<file path="src/rtl/mmio_accum_responder.sv">
// MMIO responder with operand push FIFO and a 64-bit accumulate engine; read data is registered (1-cycle latency).
// No backpressure: pushes to a full FIFO without a same-cycle pop are dropped and set sticky ovf.
module mmio_accum_responder #(
    parameter int D_WIDTH    = 64,
    parameter int FIFO_DEPTH = 8,
    parameter int CNT_WIDTH  = 16
) (
    input  logic               clk,
    input  logic               reset_n,
    input  logic [9:0]         mem_addr_in,
    input  logic [D_WIDTH-1:0] mem_data_in,
    input  logic               mem_we_in,
    output logic [D_WIDTH-1:0] mem_data_out,
    output logic               irq_done
);

    localparam int AW = (FIFO_DEPTH > 1) ? $clog2(FIFO_DEPTH) : 1;

    localparam logic [1:0] ST_IDLE = 2'd0;
    localparam logic [1:0] ST_RUN  = 2'd1;
    localparam logic [1:0] ST_DONE = 2'd2;

    localparam logic [7:0] A_CTRL   = 8'h40;
    localparam logic [7:0] A_STATUS = 8'h41;
    localparam logic [7:0] A_PUSH   = 8'h42;
    localparam logic [7:0] A_RESULT = 8'h43;
    localparam logic [7:0] A_TARGET = 8'h44;

    logic [D_WIDTH-1:0]   fifo_mem [FIFO_DEPTH];
    logic [AW-1:0]        wr_ptr;
    logic [AW-1:0]        rd_ptr;
    logic [AW:0]          fifo_cnt;
    logic                 ovf;

    logic [1:0]           state;
    logic [D_WIDTH-1:0]   acc;
    logic [CNT_WIDTH-1:0] target;
    logic [CNT_WIDTH-1:0] remaining;

    logic [7:0]           word;
    logic                 sel;
    logic                 wr_en;
    logic                 ctrl_wr;
    logic                 start;
    logic                 clear;
    logic                 push_req;
    logic                 push_ok;
    logic                 pop;
    logic                 empty;
    logic                 full;
    logic [D_WIDTH-1:0]   head;
    logic [D_WIDTH-1:0]   rd_val;
    logic                 unused_addr_lsb;

    assign word            = mem_addr_in[9:2];
    assign sel             = |mem_addr_in[9:8];
    assign unused_addr_lsb = ^mem_addr_in[1:0];

    assign wr_en    = sel && mem_we_in;
    assign ctrl_wr  = wr_en && (word == A_CTRL);
    assign start    = ctrl_wr && mem_data_in[0];
    assign clear    = ctrl_wr && mem_data_in[1];
    assign push_req = wr_en && (word == A_PUSH);

    assign empty = (fifo_cnt == '0);
    assign full  = (fifo_cnt == (AW+1)'(FIFO_DEPTH));
    assign head  = fifo_mem[rd_ptr];

    // Clear wins over any pop that would otherwise happen on the same edge.
    assign pop     = (state == ST_RUN) && !empty && !clear;
    assign push_ok = push_req && !clear && (!full || pop);

    assign irq_done = (state == ST_DONE);

    always_ff @(posedge clk) begin
        if (push_ok) begin
            fifo_mem[wr_ptr] <= mem_data_in;
        end
    end

    always_ff @(posedge clk) begin
        if (!reset_n || clear) begin
            wr_ptr   <= '0;
            rd_ptr   <= '0;
            fifo_cnt <= '0;
        end else begin
            if (push_ok) begin
                wr_ptr <= wr_ptr + AW'(1);
            end
            if (pop) begin
                rd_ptr <= rd_ptr + AW'(1);
            end
            if (push_ok && !pop) begin
                fifo_cnt <= fifo_cnt + (AW+1)'(1);
            end else if (pop && !push_ok) begin
                fifo_cnt <= fifo_cnt - (AW+1)'(1);
            end
        end
    end

    always_ff @(posedge clk) begin
        if (!reset_n || clear) begin
            ovf <= 1'b0;
        end else if (push_req && !push_ok) begin
            ovf <= 1'b1;
        end
    end

    always_ff @(posedge clk) begin
        if (!reset_n) begin
            target <= '0;
        end else if (wr_en && (word == A_TARGET)) begin
            target <= mem_data_in[CNT_WIDTH-1:0];
        end
    end

    always_ff @(posedge clk) begin
        if (!reset_n || clear) begin
            state     <= ST_IDLE;
            acc       <= '0;
            remaining <= '0;
        end else begin
            case (state)
                ST_IDLE, ST_DONE: begin
                    if (start) begin
                        acc       <= '0;
                        remaining <= target;
                        state     <= (target == '0) ? ST_DONE : ST_RUN;
                    end
                end
                ST_RUN: begin
                    if (pop) begin
                        acc       <= acc + head;
                        remaining <= remaining - CNT_WIDTH'(1);
                        if (remaining == CNT_WIDTH'(1)) begin
                            state <= ST_DONE;
                        end
                    end
                end
                default: state <= ST_IDLE;
            endcase
        end
    end

    always_comb begin
        rd_val = '0;
        case (word)
            A_STATUS: begin
                rd_val[0]     = (state == ST_DONE);
                rd_val[1]     = (state == ST_RUN);
                rd_val[2]     = empty;
                rd_val[3]     = full;
                rd_val[4]     = ovf;
                rd_val[15:8]  = 8'(fifo_cnt);
                rd_val[31:16] = 16'(remaining);
            end
            A_RESULT: rd_val = acc;
            A_TARGET: rd_val[CNT_WIDTH-1:0] = target;
            default:  rd_val = '0;
        endcase
    end

    // Registered from current state, so a same-cycle write shows its old value.
    always_ff @(posedge clk) begin
        if (!reset_n) begin
            mem_data_out <= '0;
        end else begin
            mem_data_out <= sel ? rd_val : '0;
        end
    end

endmodule

</file>
<file path="config.mk">
export PLATFORM = sky130hd
export DESIGN_NAME = mmio_accum_responder
export DESIGN_NICKNAME = d
export VERILOG_FILES = /design/src/rtl/mmio_accum_responder.sv
export SDC_FILE = /design/constraint.sdc
export NUM_CORES = 1
export LEC_CHECK = 0
export ABC_AREA = 1
export CELL_PAD_IN_SITES_DETAIL_PLACEMENT = 0
export CELL_PAD_IN_SITES_GLOBAL_PLACEMENT = 2
export CORE_MARGIN = 2
export CORE_UTILIZATION = 38
export DETAILED_ROUTE_END_ITERATION = 6
export GPL_ROUTABILITY_DRIVEN = 0
export GPL_TIMING_DRIVEN = 1
export PLACE_DENSITY_LB_ADDON = 0.25
export SLEW_MARGIN = 0
export SYNTH_ARGS = -nofsm -noshare
export SYNTH_HDL_FRONTEND = slang
export SYNTH_SLANG_ARGS = --single-unit
export TNS_END_PERCENT = 1
</file>
<file path="constraint.sdc">
create_clock -name clk -period 8.29 [get_ports clk]
set_input_delay 0.829 -clock clk [delete_from_list [all_inputs] [get_ports clk]]
set_output_delay 0.829 -clock clk [all_outputs]
set_load 0.01 [all_outputs]
</file>
==> flow_metrics.tcl, run 1 <==
set metrics [dict create \
    status "completed" \
    synth-compound-area-share_pct 11.5 \
    die_w_um 294 \
    layoutNonFillerInstCount 4856 \
    critPathMaxStageDelay_ps 760 \
    grt_usage_pct 22.5 \
    cts.repair.resized 0 \
    synth_ff_type "edfxtp_1" \
    crit_type "flip-flop to flip-flop" \
    cts_tree "built" \
    cp.arrival_ps 5290 \
    ir_drop_mv 0.174 \
    pwr-share-comb_pct 1.3 \
    p_seq_share_pct 49.5 \
    syn_avg_cell_area_um2 8.92 \
    clockPowerShare_pct 49.1 \
    via_count 24200 \
    core_um2 83600 \
    worst_path_max_delay_cell "buf_4" \
    p_sw_share_pct 20.4 \
    min_to "mem_data_out[62]$_SDFF_PN0_" \
    clk_pin_slew_ps 60 \
    period_share_pct 57.9 \
    end_kind "flip-flop" \
    synthDistinctLibCells 44 \
    worstReg2RegEnd "acc[63]$_SDFFE_PP0P_" \
    htreeDepth 3 \
    skew_ps 37.0 \
    die-height_um 294 \
    period_minus_slack_ps 4800 \
    syn_nets 3744 \
    hp-class "flip-flop to flip-flop" \
    maxSlewHeadroom_pct 22.4 \
    insertion_delay_ps 650 \
    hold_viol 0 \
    root_buffer "clkbuf_16" \
    p_int_mw 5.93 \
    hold_depth 2 \
    overflow 0 \
    postSynthCellCount 3595 \
    dieArea_um2 86700 \
    syn-cell-area_um2 32100 \
    reg2reg_setup_slack_ps 3490 \
    post-synth-top-area-fraction_pct 48.0 \
    first_pass_iters 6 \
    antenna_found_initial 9 \
    grt_pass1_wl_um 146000 \
    r2r_cells 19 \
    clock.fmax_mhz 208 \
    grt_pass1_vias 23200 \
    cts_sinks 688 \
    synth_area_leaders "edfxtp_1 48%, dfxtp_1 11%, nand2_1 8.5%, nor2_1 7.3%, o21ai_0 5.6%" \
    grt_max_degree 184 \
    cts_hold_buffers 0 \
    p_switching_mw 1.52 \
    pin_count 142 \
    finalNetCount 3858 \
    rsz0062_at_grt "false" \
    synth_top_family_by_area "simple AND/OR/NAND/NOR gates" \
    drc 0 \
    crit_chain "buf_12 > buf_4 > o21ai_0 > o22ai_1 > nor2_1 > a31oi_1 > ha_1 > nand2_1 > inv_1 > nand2_1 > inv_1 > nand2_1 > inv_1 > nand2_1 > nand2_1 > a21oi_1 > nand3_1 > nand3_1 > a21oi_1" \
    ys_seq_elements 688 \
    cp_common_cell "nand2_1" \
    slew_violations 0 \
    yosys.area_share.simple_pct 19.4 \
    leakage_nw 14.5 \
    synth_fa_ha_area_share_pct 2.86 \
    yosysTopAreaCell "edfxtp_1" \
    place_hpwl_um 65500 \
    synth_mux_area_share_pct 0 \
    synth_xor_area_share_pct 0.191 \
    final-setup-viol-count 0 \
    ys_seq_area_share_pct 58.9 \
    drive_above_1_share_pct 5.25 \
    routedWlPerCell_um 20.1 \
    cp.required_ps 8770 \
    rows 106 \
    drt_iter0_markers 1896 \
    min_from "acc[62]$_SDFFE_PP0P_" \
    max_cap_viol_count 0 \
    synth-edff-count 512 \
    wirelength_um 97800 \
    ys_async_sr_fraction_pct 0 \
    fin_util_pct 44.6 \
    startpoint_type "flip-flop" \
    synthTopCellsByCount "726 x nand2_1, 625 x nor2_1, 512 x edfxtp_1" \
    ys_warn_count 0 \
    clockBufferDepth 3 \
    power_density_nw_per_um2 200 \
    via_per_inst 4.99 \
    portBuffers 139 \
    cts_made_buffers 79 \
    dp_cells 4708 \
    cts_post_setup_buffers_inserted 0 \
    critPathMaxFanout 183 \
    syn_to_final_growth_pct 16.3 \
    worstMarginPinSlew_ps 1160 \
    fin_tns_setup_ps 0 \
    drtAntennaViolNets 0 \
    yosysMostFrequentCell "nand2_1" \
    start_util_pct 38.4 \
]
==> per-stage QoR <==
stage,power [mW],hold WS (ps),cell area [um2],setup WS (ps)
3_5_place_dp,3.86,444,34500,3490
3_3_place_gp,3.86,441,34500,3510
6_report,7.46,449,37300,3490
5_1_grt,7.67,469,37300,3020
4_1_cts,7.53,451,37300,3490
2_1_floorplan,3.79,426,32100,1610
==> registers in the layout, indices dropped and copies added, names as in the netlist, named ones only <==
name	flops
fifo_cnt	4
remaining	16
fifo_mem	512
target	16
acc	64
ovf	1
rd_ptr	3
state	2
wr_ptr	3
mem_data_out	64
==> cell families (layout without fill, tap and decap cells) <==
| family | after synthesis | after routing |
|---|---|---|
| AO/OA/AOI/OAI | 687 | 687 |
| XOR/XNOR | 7 | 7 |
| adder cells (fa/ha/maj) | 72 | 72 |
| buffers and inverters | 584 | 762 |
| flip-flops | 688 | 688 |
| other | 0 | 3 |
| AND/OR/NAND/NOR | 1557 | 1557 |
==> worst max path at each step <==
stage,from,end,slack (ps),depth (start not counted)
final,flip-flop,acc[63]$_SDFFE_PP0P_,3490,19
after CTS,flip-flop,acc[63]$_SDFFE_PP0P_,3490,19
after floorplan,mem_addr_in[7],fifo_mem[2][0]$_DFFE_PP_,1610,7
after detailed placement,flip-flop,acc[63]$_SDFFE_PP0P_,3490,19
after global placement,flip-flop,acc[63]$_SDFFE_PP0P_,3510,19
after global routing,flip-flop,acc[63]$_SDFFE_PP0P_,3020,20
==> power by group through the flow <==
stage                     clock, mW  combinational [mW]  sequential (mW)
after floorplan                   0              0.0187             3.77
after global placement            0              0.0965             3.77
after detailed placement          0              0.0981             3.77
after CTS                      3.74              0.0984             3.69
after global routing           3.87               0.106             3.69
final                          3.66              0.0978             3.69
==> final cells by class <==
| cell class | count | area (um2) |
|---|---|---|
| flip-flops and latches | 688 | 18900 |
| fillers | 8167 | 46300 |
| well taps | 1080 | 1350 |
| clock buffers | 99 | 2100 |
| diodes | 3 | 7.51 |
| repair buffers | 171 | 1660 |
| inverters | 446 | 1680 |
| multi-input cells | 2323 | 10900 |
| clock inverters | 46 | 679 |
==> cells in the final DEF, fill, tap and decap left out, types with 6 or more instances in the layout <==
master / n
clkbuf_16: 80
nand4_1: 14
bufinv_16: 12
buf_4: 30
clkinv_1: 10
a21oi_1: 175
nor4_1: 7
nand3_1: 130
nor3_2: 10
o21ai_0: 359
nand2_1: 726
a31oi_1: 63
ha_1: 70
clkinv_2: 12
or2_2: 11
clkdlybuf4s50_1: 139
nor2_1: 625
dfxtp_1: 174
edfxtp_1: 512
xor2_1: 6
o22ai_1: 67
nor3_1: 15
inv_1: 437
clkbuf_1: 16
==> metal layers <==
layer | share of wire, % | global-route usage (%) | vias to the layer above
li1 | - | - | 12200
met1 | 48 | 32.1 | 11400
met2 | 46 | 36.4 | 454
met3 | 4.4 | 3.08 | 119
met4 | 2.0 | 5.15 | 10
met5 | 0.064 | 0 | -
==> worst max-delay path: cells and delay by family, from the launching register on <==
kind            cells  cell delay (ps)
compound gates      5             1330
buf+inv             5             1480
simple gates        8              860
fa+ha+maj           1              400
flops               1              380
(Power assumes the default switching activity.)
==> run 2, diff against run 1 <==
Clock period 8.29 ns to 4.51 ns, I/O delays scaled along.
==> run 2 against run 1 <==
Against the previous run:
- the run now ends with design-rule violations left
- critical path type unchanged
- first-iteration DRC count is 9.3% lower
- register-to-register slack got worse by 2900 ps
- clock skew shrank 4.6 ps
==> flow_metrics.tcl, run 2 (same netlist as run 1, synthesis figures left out) <==
set metrics [dict create \
    worst_path_max_delay_cell "a31oi_1" \
    cts_made_buffers 76 \
    p_total_mw 13.1 \
    place_hpwl_um 66100 \
    leakage_nw 14.8 \
    maxSlewHeadroom_pct 29.1 \
    cp.arrival_ps 4360 \
    cts_tree "built" \
    final_cell_mix "726 x nand2_1, 625 x nor2_1, 512 x edfxtp_1" \
    drtAntennaViolNets 0 \
    core_um2 83600 \
    dp_cells 4773 \
    fin_area_um2 37700 \
    hp-class "flip-flop to flip-flop" \
    period_share_pct 86.3 \
    grt_pass1_vias 23200 \
    root_buffer "clkbuf_16" \
    cts_post_setup_buffers_inserted 0 \
    top_regs "fifo_mem x512, acc x64, mem_data_out x64" \
    p_sw_share_pct 21.0 \
    critPathBufInv 4 \
    start_util_pct 38.4 \
    slew_violations 0 \
    dieArea_um2 86700 \
    antenna_found_initial 12 \
    min_to "mem_data_out[59]$_SDFF_PN0_" \
    cts_sinks 688 \
    final_common_cell "nand2_1" \
    cp.required_ps 4980 \
    htreeDepth 3 \
    wirelength_um 97500 \
    first_pass_iters 7 \
    max_cap_viol_count 0 \
    portBuffers 139 \
    cts.repair.resized 0 \
    routedWlPerCell_um 19.8 \
    die_w_um 294 \
    power_density_nw_per_um2 348 \
    clk_pin_slew_ps 60 \
    p_switching_mw 2.76 \
    rows 106 \
    ir_drop_mv 0.293 \
    finalNetCount 3920 \
    drive_above_1_share_pct 6.68 \
    fin_util_pct 45.1 \
    crit_type "flip-flop to flip-flop" \
    insertion_delay_ps 630 \
    end_kind "flip-flop" \
    pre_cts_ws_ps 705 \
    critPathMaxFanout 58 \
    skew_ps 32.4 \
    fin_tns_setup_ps 0 \
    worstMarginPinSlew_ps 1060 \
    violations "design-rule violations" \
    placed_cell_area_um2 35200 \
    timing.hold.ws_ps 448 \
    clock.fmax_mhz 257 \
    die-height_um 294 \
    critPathTopFamily "compound AO/OA/AOI/OAI gates" \
    layoutNonFillerInstCount 4916 \
    pwr-share-comb_pct 1.4 \
    grt_max_degree 65 \
    hold_depth 2 \
    reg2reg_setup_slack_ps 620 \
    period_minus_slack_ps 3890 \
    min_from "acc[59]$_SDFFE_PP0P_" \
    drt_iter0_markers 1719 \
    worstReg2RegEnd "acc[58]$_SDFFE_PP0P_" \
    rsz0062_at_grt "false" \
    via_per_inst 4.98 \
    overflow 0 \
    hold_viol 0 \
    status "finished with violations" \
    clockPowerShare_pct 46.8 \
    syn_to_final_growth_pct 17.6 \
    largest_reg_flops 512 \
    drc 4 \
    grt_pass1_wl_um 145000 \
    crit_chain "inv_6 > buf_4 > o21ai_0 > o22ai_1 > nor2_1 > a31oi_1 > ha_1 > nand2_1 > inv_1 > nand2_1 > inv_1 > nand2_1 > nand2_1 > nand2_1 > nand2_1 > a21oi_1 > nand3_1 > nand3_1 > a21oi_1" \
    p_seq_share_pct 51.8 \
    critPathMaxStageDelay_ps 460 \
    cp_common_cell "nand2_1" \
    final-setup-viol-count 0 \
    r2r_cells 19 \
    startpoint_type "flip-flop" \
    via_count 24500 \
    timing.final.ws_setup_ps 619 \
    cts_hold_buffers 0 \
    top_register "fifo_mem" \
    grt_usage_pct 22.5 \
    clockBufferDepth 3 \
    pin_count 142 \
    p_int_mw 10.3 \
]
==> run 2: cell count changes in the layout (fill, tap and decap cells not counted), moves of 2 or more <==
cell / change
buf_12: +16
buf_4: +49
bufinv_16: -8
clkbuf_16: -3
clkinv_1: +3
clkinv_16: -2
clkinvlp_4: +2
inv_16: +3
==> run 2: worst max-delay path by stage <==
stage,startpoint,endpoint,slack [ps],cells after the start
after floorplan,mem_addr_in[7],fifo_mem[2][0]$_DFFE_PP_,-1790,7
after global placement,flip-flop,acc[50]$_SDFFE_PP0P_,700,19
after detailed placement,flip-flop,acc[50]$_SDFFE_PP0P_,700,19
after CTS,flip-flop,acc[60]$_SDFFE_PP0P_,690,18
after global routing,flip-flop,acc[60]$_SDFFE_PP0P_,280,19
final,flip-flop,acc[58]$_SDFFE_PP0P_,620,19
==> run 2: area by class of cell <==
| type | instances | area, um2 |
|---|---|---|
| sequential | 688 | 18900 |
| timing repair buffer | 236 | 2340 |
| multi-input combinational | 2323 | 10900 |
| clock inverter | 44 | 452 |
| tap | 1080 | 1350 |
| inverter | 446 | 1680 |
| fill | 8164 | 45900 |
| antenna | 3 | 7.51 |
| clock buffer | 96 | 2040 |
==> run 2: routing by layer <==
layer | wire length [um] | vias to the layer above | GRT usage [%] | share of wire [%]
li1 | - | 12300 | - | -
met1 | 46200 | 11500 | 32.1 | 47
met2 | 43900 | 491 | 35.2 | 45
met3 | 4970 | 138 | 3.45 | 5.1
met4 | 2380 | 14 | 6.55 | 2.4
met5 | 103 | - | 0 | 0.11
==> run 2: power by group through the flow <==
stage / Sequential (mW) / Clock (mW) / Combinational (mW)
6_report: 6.79 / 6.14 / 0.182
5_1_grt: 6.78 / 6.55 / 0.197
4_1_cts: 6.79 / 6.29 / 0.183
3_5_place_dp: 6.92 / 0 / 0.182
3_3_place_gp: 6.92 / 0 / 0.179
2_1_floorplan: 6.93 / 0 / 0.0343
==> run 2: worst reg2reg max path, cell delays in order, from the launching register on <==
cell     delay [ps]
dfxtp_4         370
inv_6           300
buf_4           490
o21ai_0         130
o22ai_1         150
nor2_1           60
a31oi_1         460
ha_1            400
nand2_1         160
inv_1            80
nand2_1         160
inv_1            60
nand2_1          60
nand2_1          80
nand2_1          70
nand2_1         110
a21oi_1         330
nand3_1         120
nand3_1         100
a21oi_1          60
